**src/rtl/spi_adc_sequencer.sv**
```systemverilog
// spi_adc_sequencer: round-robin scan of enabled ADC channels over the engine's simple bus,
// tagged samples buffered in a first-word-fall-through FIFO
module spi_adc_sequencer #(
  parameter int ADDR_WIDTH = 6,
  parameter int DATA_WIDTH = 32,
  parameter int NUM_CH = 4,
  parameter int FIFO_DEPTH = 16,
  localparam int CH_W = $clog2(NUM_CH)
) (
  input  logic                  S_AXI_ACLK,
  input  logic                  S_AXI_ARESETN,
  input  logic                  start,
  input  logic                  stop,
  input  logic [4:0]            cfg_ndb,
  input  logic [14:0]           cfg_rate,
  input  logic [NUM_CH-1:0]     ch_mask,
  output logic                  spi_wr,
  output logic [ADDR_WIDTH-1:0] spi_wrAddr,
  output logic [DATA_WIDTH-1:0] spi_wrData,
  output logic                  spi_rd,
  input  logic [DATA_WIDTH-1:0] spi_rdData,
  output logic                  smp_valid,
  input  logic                  smp_ready,
  output logic [23:0]           smp_data,
  output logic [CH_W-1:0]       smp_ch,
  output logic                  busy,
  output logic                  overflow,
  output logic                  timeout
);
  localparam int AW = $clog2(FIFO_DEPTH);
  typedef enum logic [2:0] {IDLE, SETUP, CMD, POLL, READ, STOP} state_e;
  state_e state_q, state_d;
  logic [NUM_CH-1:0] mask_q;
  logic [4:0] ndb_q;
  logic [14:0] rate_q;
  logic [CH_W-1:0] ptr_q, ptr_d, ptr_first, tag_nxt_q, tag_cur_q, j;
  logic [16:0] wd_q;
  logic discard_q, ovf_q, to_q;
  logic start_ok, fresh, wd_hit, to_set, push, pop, full, wen, drop;
  logic [24:0] smask;
  logic [23:0] sample;
  logic [CH_W+23:0] mem [FIFO_DEPTH];
  logic [AW-1:0] wp_q, rp_q;
  logic [AW:0] cnt_q;
  logic unused;
  assign start_ok = start && (ch_mask != '0);
  assign fresh = spi_rdData[30];
  assign wd_hit = (wd_q + 17'd1) == {1'b0, rate_q, 1'b0};
  assign to_set = state_q == POLL && !fresh && wd_hit && !stop;
  assign smask = (25'd1 << ndb_q) - 25'd1;
  assign sample = spi_rdData[23:0] & smask[23:0];
  // a stop seen during READ still completes the strobe but drops the sample
  assign push = state_q == READ && !discard_q && !stop;
  assign full = cnt_q == (AW+1)'(FIFO_DEPTH);
  assign pop = smp_ready && smp_valid;
  assign wen = push && (!full || pop);
  assign drop = push && full && !pop;
  assign unused = ^{spi_rdData[DATA_WIDTH-1:31], spi_rdData[29:24], smask[24]};
  always_ff @(posedge S_AXI_ACLK or negedge S_AXI_ARESETN) begin
    if (!S_AXI_ARESETN) state_q <= IDLE;
    else state_q <= state_d;
  end
  always_comb begin
    state_d = state_q;
    case (state_q)
      IDLE:    state_d = start_ok ? SETUP : IDLE;
      SETUP:   state_d = CMD;
      CMD:     state_d = POLL;
      POLL:    state_d = fresh ? READ : wd_hit ? STOP : POLL;
      READ:    state_d = CMD;
      default: state_d = IDLE;
    endcase
    if (stop && state_q != IDLE && state_q != STOP) state_d = STOP;
  end
  always_comb begin
    spi_wr = state_q inside {SETUP, CMD, STOP};
    spi_rd = state_q == READ;
    spi_wrAddr = (state_q == STOP) ? ADDR_WIDTH'(4) : '0;
    spi_wrData = (state_q == SETUP) ? DATA_WIDTH'({rate_q, ndb_q})
               : (state_q == CMD) ? DATA_WIDTH'(ptr_q) << (ndb_q - 5'(CH_W)) : '0;
  end
  assign busy = state_q != IDLE;
  assign overflow = ovf_q;
  assign timeout = to_q;
  // lowest enabled channel at start, then next enabled channel after ptr with wrap
  always_comb begin
    ptr_first = '0;
    for (int i = NUM_CH - 1; i >= 0; i--) ptr_first = ch_mask[i] ? CH_W'(i) : ptr_first;
    ptr_d = ptr_q;
    j = '0;
    for (int i = NUM_CH; i >= 1; i--) begin
      j = CH_W'((int'(ptr_q) + i) % NUM_CH);
      ptr_d = mask_q[j] ? j : ptr_d;
    end
  end
  always_ff @(posedge S_AXI_ACLK or negedge S_AXI_ARESETN) begin
    if (!S_AXI_ARESETN) begin
      mask_q <= '0;
      ndb_q <= '0;
      rate_q <= '0;
      ptr_q <= '0;
      tag_nxt_q <= '0;
      tag_cur_q <= '0;
      wd_q <= '0;
      discard_q <= 1'b0;
      ovf_q <= 1'b0;
      to_q <= 1'b0;
    end else begin
      if (state_q == IDLE && start_ok) begin
        mask_q <= ch_mask;
        ndb_q <= cfg_ndb;
        rate_q <= cfg_rate;
        ptr_q <= ptr_first;
        wd_q <= '0;
        discard_q <= 1'b1;
        ovf_q <= 1'b0;
        to_q <= 1'b0;
      end else begin
        ovf_q <= ovf_q || drop;
        to_q <= to_q || to_set;
      end
      if (state_q == CMD) begin
        tag_nxt_q <= ptr_q;
        ptr_q <= ptr_d;
      end
      if (state_q == POLL) wd_q <= wd_q + 17'd1;
      // the ADC answers with the previous frame's command, hence the one-frame tag lag
      if (state_q == READ) begin
        wd_q <= '0;
        tag_cur_q <= tag_nxt_q;
        discard_q <= 1'b0;
      end
    end
  end
  always_ff @(posedge S_AXI_ACLK or negedge S_AXI_ARESETN) begin
    if (!S_AXI_ARESETN) begin
      wp_q <= '0;
      rp_q <= '0;
      cnt_q <= '0;
    end else begin
      if (wen) wp_q <= wp_q + AW'(1);
      if (pop) rp_q <= rp_q + AW'(1);
      cnt_q <= cnt_q + (AW+1)'(wen) - (AW+1)'(pop);
    end
  end
  always_ff @(posedge S_AXI_ACLK) begin
    if (wen) mem[wp_q] <= {tag_cur_q, sample};
  end
  assign smp_valid = cnt_q != '0;
  assign {smp_ch, smp_data} = smp_valid ? mem[rp_q] : '0;
endmodule
```
**config.mk**
```make
export PLATFORM = sky130hd
export DESIGN_NAME = spi_adc_sequencer
export DESIGN_NICKNAME = d
export VERILOG_FILES = /design/src/rtl/spi_adc_sequencer.sv
export SDC_FILE = /design/constraint.sdc
export NUM_CORES = 1
export LEC_CHECK = 0
export BUFFER_PORTS_ARGS = -buffer_cell sky130_fd_sc_hd__buf_2
export CAP_MARGIN = 25
export CORE_ASPECT_RATIO = 1.1
export CORE_MARGIN = 4
export CORE_UTILIZATION = 45
export CTS_BUF_LIST = sky130_fd_sc_hd__clkbuf_4
export CTS_CLUSTER_DIAMETER = 30
export DETAILED_ROUTE_END_ITERATION = 10
export GPL_ROUTABILITY_DRIVEN = 0
export SLEW_MARGIN = 30
export SYNTH_ARGS = -nofsm -noshare
export SYNTH_HDL_FRONTEND = slang
export SYNTH_SLANG_ARGS = --single-unit
```
**constraint.sdc**
```tcl
create_clock -name S_AXI_ACLK -period 4.8 [get_ports S_AXI_ACLK]
set_input_delay 0.72 -clock S_AXI_ACLK [delete_from_list [all_inputs] [get_ports S_AXI_ACLK]]
set_output_delay 0.72 -clock S_AXI_ACLK [all_outputs]
set_load 0.05 [all_outputs]
```
==> impl_metrics.csv, run 1 <==
group,metric,value,unit
timing,tns,0,ps
pwr,power_density,627,mW/mm²
cts,cts.clk_slew.worst_paths,60,ps
routing,wl_per_cell,23.4,µm
placement,portBuffers,118,
synth,synth-edff-count,416,
min_path,hold_depth,2,
synth,synth_cell_types,62,
setup_path,critPathTopFamily,"multiplexers",
setup_path,crit_chain,"buf_12 -> mux4_2 -> mux4_2 -> nor2b_1 -> buf_2",
timing,fin_ws,590,ps
pwr,leakage,8.31,nW
synth,syn_inst,1202,
routing,ant_nets,0,
routing,drtIter0Drc,954,
synth,ys_seq_area_frac,0.687,
setup_path,r2r_setup_slack,1230,ps
setup_path,cp.buffers_inverters,2,
cells_and_area,layout-drive-gt1-share,0.349,
min_path,min-delay-start,"cfg_rate[0]",
synth,syn_area,0.0206,mm²
setup_path,cp-start-kind,"flip-flop",
timing,rsz0062_at_grt,"no",
setup_path,worst_path_max_delay_cell,"dfrtp_4",
synth,yosys.area.top_type,"edfxtp_1",
setup_path,r2r_start,"ndb_q[2]$_DFFE_PN0P_",
floorplanning,row_count,81,
global_routing,grt-ovfl-total,0,
pwr,p_seq_frac,0.385,
timing,period_minus_slack,4210,ps
timing,fmax,0.238,GHz
synth,synth_top_area_frac,0.606,
routing,drt_first_pass_iters,5,
setup_path,r2r-end,"mem[5][10]$_DFFE_PP_",
synth,synthTopCellsByArea,"edfxtp_1 61%, mux4_2 14%, dfrtp_1 8.0%",
synth,synth-main-ff-cell,"edfxtp_1",
synth,ys_ff_latch,482,
pwr,switchingPower,0.00558,W
setup_path,reg2reg_depth,8,
routing,drc,0,
timing,setup_violations,0,
cells_and_area,nNetsFinal,1485,
setup_path,cpPeakStageDelay,790,ps
routing,vias_per_cell,5.64,
setup_path,cp-end-kind,"primary output",
setup_path,path_depth,5,
pwr,p_sw_frac,0.376,
cts,tritoncts,"built",
cells_and_area,syn_to_final_growth,14.9,%
floorplanning,io_pins,131,
cts,worstSkewPairLatency,860,ps
routing,highest_layer,"met5",
cts,cts_max_level,3,
timing,worst_slew_pin_slew,934,ps
global_routing,grt_max_degree,50,
routing,postRouteWirelength,48700,µm
timing,drv_slew,0,
timing,fin_skew,32.3,ps
min_path,min_path_type,"input pin to flip-flop",
floorplanning,core,0.0449,mm²
synth,synth_warnings,0,
timing,hold_violations,0,
pwr,p_int,0.00925,W
placement,dp_slack,1210,ps
routing,via_count,11761,
synth,synth_area_per_cell,17.1,µm²
setup_path,critPathRequiredTime,4080,ps
setup_path,arrival,3490,ps
run_status,status,"completed",
cts,clock_path_buffers,3,
placement,dp_hpwl,28900,µm
timing,relSlewSlack,0.376,
floorplanning,dieArea,0.0493,mm²
global_routing,antenna_found_initial,5,
cts,cts-root-buf,"clkbuf_4",
setup_path,crit_fanout,35,
floorplanning,die_w,212,µm
routing,wl_met1,19800,µm
min_path,min_delay_worst_endpoint,"rate_q[0]$_DFFE_PN0P_",
routing,wl_met2,24700,µm
routing,wl_met3,3320,µm
job,cap_violations,0,
setup_path,cpMostUsedCell,"mux4_2",
pwr,pwr-share-clk,0.236,
cts,numCtsBuffers,121,
floorplanning,start_util,0.459,
timing,fin_crit_sh,0.877,
cts,post_cts_buffers,0,
floorplanning,die_h,232,µm
cts,cts_sinks,482,
global_routing,grt_pass1_vias,12225,
setup_path,cp-startpoint,"rp_q[0]$_DFFE_PN0P_",
synth,async_flop_share,0.137,
global_routing,grt_pass1_wl,73600,µm
global_routing,grt_usage,0.202,
pwr,comb_power_share,0.379,
pwr,peakVddDrop,0.449,mV
setup_path,critPathKind,"flip-flop to primary output",
-- how the worst max path moves through the flow --
stage	end	slack (ps)
finish	smp_data[2]	590
global route	smp_data[2]	360
CTS	smp_data[21]	430
detailed placement	mem[12][21]$_DFFE_PP_	1210
global placement	mem[7][12]$_DFFE_PP_	1320
floorplan	mem[3][0]$_DFFE_PP_	990
-- sequential cells by signal (all words and copies together) (netlist names) --
signal     cells
rate_q        15
tag_nxt_q      2
overflow       1
tag_cur_q      2
mask_q         4
cnt_q          5
timeout        1
discard_q      1
mem          416
ndb_q          5
wd_q          17
rp_q           4
wp_q           4
state_q        3
ptr_q          2
-- cell usage after synthesis, types with 3 or more instances --
| cell type | count |
|---|---|
| a32o_1 | 4 |
| a21o_1 | 3 |
| mux2_2 | 26 |
| a21oi_1 | 19 |
| mux2i_1 | 4 |
| a21boi_0 | 5 |
| buf_4 | 12 |
| a31oi_1 | 10 |
| a311oi_1 | 3 |
| o21ai_0 | 50 |
| a32oi_1 | 3 |
| nand2b_1 | 8 |
| nand2_1 | 69 |
| a22o_1 | 8 |
| nor3_1 | 16 |
| or3_1 | 3 |
| and2_1 | 11 |
| o41ai_1 | 3 |
| nor3b_1 | 3 |
| and3_1 | 13 |
| nor2_1 | 68 |
| xnor2_1 | 23 |
| buf_1 | 12 |
| o31ai_1 | 11 |
| a22oi_1 | 3 |
| nand4_1 | 10 |
| mux4_2 | 130 |
| nor2b_1 | 37 |
| xor2_1 | 9 |
| ha_1 | 14 |
| dfrtp_1 | 66 |
| edfxtp_1 | 416 |
| nand3_1 | 13 |
| clkbuf_1 | 45 |
| nor4_1 | 4 |
| inv_1 | 22 |
| buf_2 | 10 |
| o21a_1 | 6 |
-- per-stage QoR --
step	util	cells	hold WS, ps	cell area [µm²]	total power (W)
after global placement	0.491	1865	461	22000	0.0114
after detailed placement	0.491	1865	461	22000	0.0115
final	0.527	2086	98.7	23700	0.0148
after global routing	0.527	2085	41.2	23700	0.0157
after floorplan	-	1206	424	20600	0.00992
after CTS	0.527	2084	1.73	23700	0.0150
-- cells by family (layout without fill, tap and decap cells) --
group           Yosys count  in the layout  synth area share
buf+inv                 101            398            0.0212
mux                     160            160             0.158
flops                   482            482             0.687
fa+ha+maj                15             15           0.00947
other cells               1              7          0.000182
xor+xnor                 33             33            0.0147
compound gates          143            143            0.0449
simple gates            267            267            0.0647
-- placed cells by master (no fill, tap or decap), types with 5 or more instances in the layout --
cell,Yosys,final
o31ai_1,11,11
and2_1,11,11
clkinv_1,0,37
a21oi_1,19,19
and3_1,13,13
clkbuf_4,0,166
nor3_1,16,12
buf_4,12,37
o21ai_0,50,50
nand4_1,10,10
conb_1,1,5
nand2b_1,8,8
nor2_1,68,54
mux4_2,130,130
o21a_1,6,6
inv_1,22,22
xor2_1,9,9
nor2_4,0,13
buf_2,10,117
bufinv_16,0,5
dfrtp_1,66,63
a21boi_0,5,5
nand3_1,13,13
a22o_1,8,8
xnor2_1,23,23
nand2_1,69,69
nor2b_1,37,33
nor3_2,1,5
ha_1,14,14
edfxtp_1,416,416
mux2_2,26,26
a31oi_1,10,10
-- layout make-up --
cell class / instances / area (µm²)
multi-input cells: 623 / 6170
flip-flops and latches: 482 / 14200
clock inverters: 51 / 347
fillers: 3752 / 21200
repair buffers: 159 / 943
well taps: 581 / 727
inverters: 22 / 82.6
clock buffers: 166 / 1250
diodes: 2 / 5.00
-- layer usage --
layer / up-vias / GRT usage
li1: 5253 / -
met2: 436 / 0.332
met1: 6015 / 0.271
met4: 2 / 0.0685
met3: 55 / 0.0395
met5: - / 0
-- timing repair --
item                                   in CTS  in global routing
resized for setup                           0                  0
hold buffers                                2                  0
endpoints found under the hold margin      39                  0
-- power groups by stage --
stage | clock [W] | combinational [W] | sequential (W)
finish | 0.00349 | 0.00562 | 0.00572
global route | 0.00383 | 0.00606 | 0.00578
CTS | 0.00360 | 0.00569 | 0.00572
detailed placement | 0 | 0.00567 | 0.00581
global placement | 0 | 0.00561 | 0.00580
floorplan | 0 | 0.00449 | 0.00543
(Power assumes the default switching activity.)
==> run 2: changes to the inputs <==
Settings changed: BUFFER_PORTS_ARGS -buffer_cell sky130_fd_sc_hd__buf_2 to -buffer_cell sky130_fd_sc_hd__buf_4, PLACE_DENSITY from default to 0.64.
==> run 2 against run 1 <==
  * Sequential power about the same
  * Utilization increased by 0.50 points
  * Non-clock buffer count decreased by 5
  * Final cell count decreased by 0.58%
  * First-iteration DRC count increased by 18%
  * Design area increased by 0.95%
  * Clock power decreased by 3%
  * Maximum frequency decreased by 3.3%
  * Clock-buffer cell count increased by 4
  * Via count about the same
==> impl_metrics.csv, run 2 (synthesis results as in run 1) <==
group,metric,value,unit
pwr,power_density,624,mW/mm²
setup_path,critPathKind,"flip-flop to primary output",
placement,portBuffers,118,
global_routing,grt_pass1_wl,73000,µm
job,cap_violations,0,
cells_and_area,top_register,"mem",
min_path,min_path_type,"input pin to flip-flop",
cts,numCtsBuffers,117,
pwr,p_sw_frac,0.374,
pwr,p_int,0.00934,W
cells_and_area,syn_to_final_growth,16.0,%
routing,postRouteWirelength,48500,µm
cells_and_area,layout-drive-gt1-share,0.351,
cts,clock_path_buffers,3,
setup_path,critPathRequiredTime,4080,ps
run_status,status,"completed",
setup_path,cp-start-kind,"flip-flop",
setup_path,cp-end-kind,"primary output",
cells_and_area,largest_reg_flops,416,
cts,cts.clk_slew.worst_paths,60,ps
cells_and_area,largestRegisters,"mem: 416 flops, wd_q: 17 flops, rate_q: 15 flops",
timing,fin_crit_sh,0.907,
setup_path,critPathTopFamily,"flip-flops",
pwr,comb_power_share,0.390,
floorplanning,row_count,81,
setup_path,arrival,3630,ps
routing,vias_per_cell,5.67,
cts,cts-root-buf,"clkbuf_4",
cts,tritoncts,"built",
timing,relSlewSlack,0.372,
floorplanning,die_w,212,µm
cells_and_area,finish.instance_area,0.0239,mm²
cts,post_cts_buffers,0,
pwr,peakVddDrop,0.435,mV
pwr,pwr-share-clk,0.226,
placement,dp_hpwl,28300,µm
placement,postPlaceCellArea,0.0223,mm²
floorplanning,dieArea,0.0493,mm²
cts,cts_max_level,3,
floorplanning,core,0.0449,mm²
floorplanning,start_util,0.459,
cts,cts-resized-gates,0,
cells_and_area,layout_commonest_cell,"edfxtp_1",
placement,dp_cells,1860,
floorplanning,die_h,232,µm
global_routing,grt_max_degree,67,
pwr,switchingPower,0.00557,W
global_routing,grt-ovfl-total,0,
routing,drc,0,
timing,rsz0062_at_grt,"no",
setup_path,cpPeakStageDelay,950,ps
pwr,leakage,8.36,nW
timing,worst_slew_pin_slew,942,ps
setup_path,worst_path_max_delay_cell,"dfrtp_1",
cts,worstSkewPairLatency,850,ps
routing,drt_first_pass_iters,5,
setup_path,cp.buffers_inverters,2,
global_routing,grt_usage,0.199,
timing,fmax,0.230,GHz
pwr,p_seq_frac,0.384,
routing,via_count,11768,
global_routing,grt_pass1_vias,12214,
timing,fin_skew,54.4,ps
setup_path,crit_chain,"inv_1 -> ha_1 -> xor2_1 -> nand2_1 -> nor2_1 -> a21oi_1 -> o21ai_0 -> buf_4",
routing,drtIter0Drc,1123,
timing,hold_violations,0,
floorplanning,io_pins,131,
cells_and_area,nNetsFinal,1476,
timing,drv_slew,0,
cells_and_area,fillCellCount,3645,
cells_and_area,final_cells,2074,
setup_path,crit_fanout,23,
timing,period_minus_slack,4350,ps
timing,tns,0,ps
timing,setup_violations,0,
global_routing,antenna_found_initial,3,
cts,cts_sinks,482,
routing,wl_per_cell,23.4,µm
cells_and_area,final_cell_mix,"416 x edfxtp_1, 170 x clkbuf_4, 146 x buf_4, 130 x mux4_2, 69 x nand2_1",
routing,ant_nets,0,
==> run 2: area by class of cell <==
| cell class | instances | area (µm²) | area share |
|---|---|---|---|
| Tap cell | 581 | 727 | 0.0304 |
| Antenna cell | 1 | 2.50 | 0.000105 |
| Multi-Input combinational cell | 623 | 6170 | 0.258 |
| Timing Repair Buffer | 154 | 1230 | 0.0514 |
| Inverter | 22 | 82.6 | 0.00346 |
| Clock inverter | 41 | 253 | 0.0106 |
| Clock buffer | 170 | 1280 | 0.0534 |
| Sequential cell | 482 | 14200 | 0.592 |
==> run 2: path summary, 6_finish.rpt <==
kind	startpoint	slack (ps)	depth (start not counted)	end
worst max register to register	ndb_q[1]$_DFFE_PN0P_	1040	8	mem[3][10]$_DFFE_PP_
worst min-delay path	cfg_rate[9]	110	2	rate_q[9]$_DFFE_PN0P_
worst min register to register	tag_nxt_q[0]$_DFFE_PN0P_	480	2	tag_nxt_q[0]$_DFFE_PN0P_
worst max-delay path	ndb_q[1]$_DFFE_PN0P_	450	8	spi_wrData[8]
max in group asynchronous	S_AXI_ARESETN	3820	2	rp_q[0]$_DFFE_PN0P_
min in group asynchronous	S_AXI_ARESETN	450	2	state_q[0]$_DFF_PN0_
==> run 2: power by group through the flow <==
stage | Sequential [W] | Clock (W) | Combinational (W)
2_1_floorplan | 0.00543 | 0 | 0.00449
3_3_place_gp | 0.00578 | 0 | 0.00577
3_5_place_dp | 0.00581 | 0 | 0.00583
4_1_cts | 0.00572 | 0.00348 | 0.00586
5_1_grt | 0.00578 | 0.00370 | 0.00623
6_report | 0.00572 | 0.00337 | 0.00581
==> run 2: timing repair <==
item                                    in CTS  in global routing
endpoints found under the setup margin       0                  0
hold buffers                                 2                  0
hold endpoints to repair                    60                  0
==> run 2: layer usage <==
layer	wire [µm]	global-route usage
met1	19300	0.265
met4	1050	0.0630
met2	24600	0.334
met3	3590	0.0398
met5	0	0
==> run 2: metrics by stage <==
step,hold slack [ps],setup slack [ps],util,power [W]
4_1_cts,4.39,398,0.532,0.0151
3_5_place_dp,466,1200,0.497,0.0116
2_1_floorplan,424,991,-,0.00992
3_3_place_gp,463,1300,0.497,0.0116
5_1_grt,41.0,230,0.532,0.0157
6_report,109,447,0.532,0.0149
